===== config.mk =====
export PLATFORM = sky130hd
export DESIGN_NAME = pipe_stage_reg
export DESIGN_NICKNAME = d
export VERILOG_FILES = /design/src/rtl/mips_pipe_pkg.sv /design/src/rtl/pipe_stage_cell.sv /design/src/rtl/pipe_stage_reg.sv
export SDC_FILE = /design/constraint.sdc
export NUM_CORES = 1
export LEC_CHECK = 0
export ABC_AREA = 1
export CORE_ASPECT_RATIO = 1.5
export CORE_MARGIN = 3
export CORE_UTILIZATION = 45
export DETAILED_ROUTE_END_ITERATION = 8
export PLACE_DENSITY = 0.92
export SETUP_SLACK_MARGIN = 0.2
export SYNTH_ARGS = -nofsm -noshare
export SYNTH_HDL_FRONTEND = slang
export SYNTH_SLANG_ARGS = --single-unit

===== constraint.sdc =====
create_clock -name clk -period 5.15 [get_ports clk]
set_input_delay 0.515 -clock clk [delete_from_list [all_inputs] [get_ports clk]]
set_output_delay 0.515 -clock clk [all_outputs]
set_load 0.01 [all_outputs]

===== src/rtl/mips_pipe_pkg.sv =====
// mips_pipe_pkg: shared stage indices, default geometry and NOP encoding for the MIPS pipeline registers
package mips_pipe_pkg;
  localparam int STG_IF = 0;
  localparam int STG_ID = 1;
  localparam int STG_EX = 2;
  localparam int STG_MEM = 3;
  localparam int DEF_DEPTH = 4;
  localparam int DEF_WIDTH = 32;
  localparam logic [31:0] NOP = 32'h0000_0000;
endpackage


===== src/rtl/pipe_stage_cell.sv =====
// pipe_stage_cell: one pipeline stage (payload + valid) with clear/load/hold; PIPE_STAGE_REG_BUBBLE_ZERO_EN makes clear also zero the payload to RST_VAL
module pipe_stage_cell import mips_pipe_pkg::*; #(
  parameter int WIDTH = DEF_WIDTH,
  parameter logic [WIDTH-1:0] RST_VAL = '0
) (
  input  logic             clk,
  input  logic             rst,
  input  logic             load,
  input  logic             clr,
  input  logic [WIDTH-1:0] d,
  input  logic             d_valid,
  output logic [WIDTH-1:0] q,
  output logic             valid
);
  always_ff @(posedge clk or posedge rst)
    if (rst) begin
      q <= RST_VAL;
      valid <= 1'b0;
    end else if (clr) begin
      valid <= 1'b0;
`ifdef PIPE_STAGE_REG_BUBBLE_ZERO_EN
      q <= RST_VAL;
`endif
    end else if (load) begin
      q <= d;
      valid <= d_valid;
    end
endmodule


===== src/rtl/pipe_stage_reg.sv =====
// pipe_stage_reg: DEPTH-stage valid-tagged pipeline register with stall propagation, flush and bubble insertion (PIPE_STAGE_REG_BUBBLE_ZERO_EN selects payload zeroing on bubbles)
module pipe_stage_reg import mips_pipe_pkg::*; #(
  parameter int WIDTH = DEF_WIDTH,
  parameter int DEPTH = DEF_DEPTH,
  parameter logic [WIDTH-1:0] RST_VAL = '0
) (
  input  logic                   clk,
  input  logic                   rst,
  input  logic [WIDTH-1:0]       d,
  input  logic                   in_valid,
  output logic                   in_ready,
  input  logic [DEPTH-1:0]       stall,
  input  logic [DEPTH-1:0]       flush,
  output logic [WIDTH-1:0]       q,
  output logic                   out_valid,
  output logic [DEPTH*WIDTH-1:0] q_flat,
  output logic [DEPTH-1:0]       stage_valid,
  output logic                   busy
);
  logic [DEPTH-1:0] stall_eff;
  logic [WIDTH-1:0] pay [DEPTH];
  logic [DEPTH-1:0] vld;
  for (genvar i = 0; i < DEPTH; i++) begin : g_stg
    logic [WIDTH-1:0] src;
    logic src_v, bub;
    assign stall_eff[i] = |(stall >> i);
    if (i == 0) begin : g_head
      assign src = d;
      assign src_v = in_valid;
      assign bub = 1'b0;
    end else begin : g_body
      assign src = pay[i-1];
      assign src_v = vld[i-1];
      assign bub = stall_eff[i-1];
    end
    // a stage that is not itself held but sits below a held one drains as a bubble
    pipe_stage_cell #(.WIDTH(WIDTH), .RST_VAL(RST_VAL)) u_cell (
      .clk(clk),
      .rst(rst),
      .load(~stall_eff[i]),
      .clr(flush[i] | (bub & ~stall_eff[i])),
      .d(src),
      .d_valid(src_v),
      .q(pay[i]),
      .valid(vld[i])
    );
    assign q_flat[i*WIDTH +: WIDTH] = pay[i];
  end
  assign in_ready = ~stall_eff[0];
  assign q = pay[DEPTH-1];
  assign out_valid = vld[DEPTH-1];
  assign stage_valid = vld;
  assign busy = |vld;
endmodule


==> results.toml <==
[placed_design]
gp_congestion = 0.837
dp_slack_ns = 1.77
io_buffers = 209
dp_hpwl_um = 11100

[sta]
tightestPinTransition_ns = 1.15
skew_ns = 0.00373
max_freq_mhz = 336
layout_setup_ws_ns = 2.17
finalCriticalPeriod_ns = 2.98
setup_violations = 0
drv_slew = 0
layout_worst_path_cycle_share = 0.579
rsz0062_at_grt = "no"
fin_tns_setup_ns = 0
hold_violations = 0
slew-limit-headroom = 0.229

[clock_tree]
clk_pin_slew_ns = 0.05
cts.sinks = 132
cts_root_buf = "clkbuf_16"
htree_num_levels = 4
cts_tree = "done"
clock_latency_ns = 0.41
cts_hold_buf = 0
cts_buffers = 17
cts_setup_buffers = 0
cts_resized = 0
cts_buffer_depth = 2

[grt]
antenna_found_initial = 0
grt_pass1_vias = 4941
grt_first_pass_wirelength_um = 25400
gr-total-overflow = 0
grt_max_degree = 84
track_usage = 0.226

[finish]
antenna_cells = 0
n_fill_cell = 950
area_growth_syn_to_layout_pct = 42.5
drive_above_1_share = 0.0466
nets = 824

[min_path]
hold_path_class = "reg -> reg"

[power]
powerDensity_nw_per_um2 = 431
power_leakage_nw = 3.95
vdd_ir_drop_max_mv = 0.257

[die]
core-area_sq_um = 12100
die_height_um = 143
ios = 210
die_x_um = 97.6
start_util = 0.467
rows = 49
dieArea_sq_um = 14000

[worst_setup_path]
slowest_stage = "nand3_1"
start_kind = "input pin"
endpoint = "g_stg[1].u_cell.q[6]$_DFFE_PP0P_"
crit-reg2reg-capture = "g_stg[1].u_cell.valid$_DFFE_PP0P_"
cpMostUsedCell = "nand2_1"
crit_start = "stall[3]"
crit_family = "simple AND/OR/NAND/NOR gates"
arrival_ns = 3.26
cp_max_fo = 39
cp-end-kind = "flop"
path_cells = "clkdlybuf4s50_1 > nor2_4 > buf_4 > nand3_1 > nand2_1 > nand2_1"
cp_slowest_stage_delay_ns = 0.90
crit_buf_inv = 2
critPathKind = "in -> reg"
r2r_start = "g_stg[0].u_cell.valid$_DFFE_PP0P_"
path_depth = 6
rrSetupSlack_ns = 4.32
cp_data_required_time_ns = 5.44
r2r_cells = 2

[synth]
syn_area_per_cell_sq_um = 8.97
synth_warnings = 0
yosysSeqAreaShare = 0.583
synthesis.area_sq_um = 5670
yosysUniqueCellTypes = 15
syn_inst = 632
ys_seq_elements = 132
syn_nets = 675

[drt]
dr.pass1.iters = 5
routed_wirelength_um = 15600
routedWlPerCell_um = 16.5
drt_iter0_drc = 262
via_per_inst = 5.37
drc = 0
vias = 5086
detail-route-antenna-nets = 0

[run_status]
status = "finished, final reports clean"

[run]
cap_violations = 0
stage by stage:
step | utilization | power [mW] | area [sq um] | cells | hold slack [ns]
after CTS | 0.666 | 3.50 | 8080 | 947 | 0.496
after floorplan | - | 1.78 | 5670 | 632 | 0.494
after global placement | 0.619 | 2.33 | 7510 | 915 | 0.476
after detailed placement | 0.619 | 2.35 | 7510 | 915 | 0.482
after global routing | 0.666 | 3.64 | 8080 | 947 | 0.516
final | 0.666 | 3.48 | 8080 | 947 | 0.494
Yosys cell counts:
cell type	instances	share of area
nand4_1	99	0.11
buf_2	27	0.024
nand3_2	1	0.0018
nand2_1	266	0.18
nand3_1	36	0.032
nor2_1	3	0.0020
buf_4	40	0.053
inv_2	1	0.00066
clkinv_1	3	0.0020
dfrtp_1	132	0.58
buf_1	1	0.00066
inv_1	3	0.0020
a21oi_1	1	0.00088
nor2_2	2	0.0022
clkbuf_1	17	0.011
kinds of logic (layout without fill, tap and decap cells):
logic type	Yosys count	after routing	share of synthesized area
AOI/OAI and AO/OA	1	1	0.000882
DFF	132	132	0.583
and+or+nand+nor	407	407	0.323
buffers and inverters	92	254	0.0934
power by group:
group          switching [mW]  total [mW]  internal, mW
Clock                   0.406        1.15         0.740
Sequential              0.185        1.42          1.24
Combinational           0.410       0.914         0.504
Total                    1.00        3.48          2.48
layer usage:
metal | up-vias | part of all wire | track usage
met5 | - | 0 | 0
met1 | 2432 | 0.37 | 0.261
met2 | 227 | 0.52 | 0.385
met3 | 50 | 0.059 | 0.0539
li1 | 2377 | - | -
met4 | 0 | 0.054 | 0.131
worst min path at each step:
stage                                           start                           endpoint  slack [ns]  cells after the start
finish              g_stg[3].u_cell.q[30]$_DFFE_PP0P_  g_stg[3].u_cell.q[30]$_DFFE_PP0P_        0.49                      2
floorplan           g_stg[2].u_cell.valid$_DFFE_PP0P_  g_stg[2].u_cell.valid$_DFFE_PP0P_        0.49                      2
global placement     g_stg[3].u_cell.q[0]$_DFFE_PP0P_   g_stg[3].u_cell.q[0]$_DFFE_PP0P_        0.48                      2
CTS                 g_stg[3].u_cell.q[18]$_DFFE_PP0P_  g_stg[3].u_cell.q[18]$_DFFE_PP0P_        0.50                      2
detailed placement  g_stg[3].u_cell.q[18]$_DFFE_PP0P_  g_stg[3].u_cell.q[18]$_DFFE_PP0P_        0.48                      2
global route         g_stg[1].u_cell.q[7]$_DFFE_PP0P_   g_stg[1].u_cell.q[7]$_DFFE_PP0P_        0.52                      2
sequential cells by signal, summed over array words and instances (netlist names):
register and flops:
g_stg.u_cell.q 128, g_stg.u_cell.valid 4
layout by cell type, fill, tap and decap left out, drive strengths merged:
cell type / Yosys / routed
nor2: 5 / 5
dfrtp: 132 / 132
clkinv: 3 / 5
bufinv: 0 / 1
nand2: 266 / 266
clkbuf: 17 / 29
nand3: 37 / 37
clkdlybuf4s50: 0 / 209
nand4: 99 / 99
a21oi: 1 / 1
inv: 4 / 4
buf: 68 / 6
final cells by class:
cell class	count	area [sq um]	share of cell area
flip-flops and latches	132	3300	0.409
repair buffers	215	2140	0.264
multi-input cells	408	1850	0.229
clock buffers	29	531	0.0657
well taps	153	191	0.0237
clock inverters	3	40.0	0.00496
inverters	7	31.3	0.00387
tightest hold or removal path, cell delays in order, from the launching register on:
cell and delay [ns]:
dfrtp_1 0.36, nand2_1 0.06, nand2_1 0.05
(Power assumes the default switching activity.)
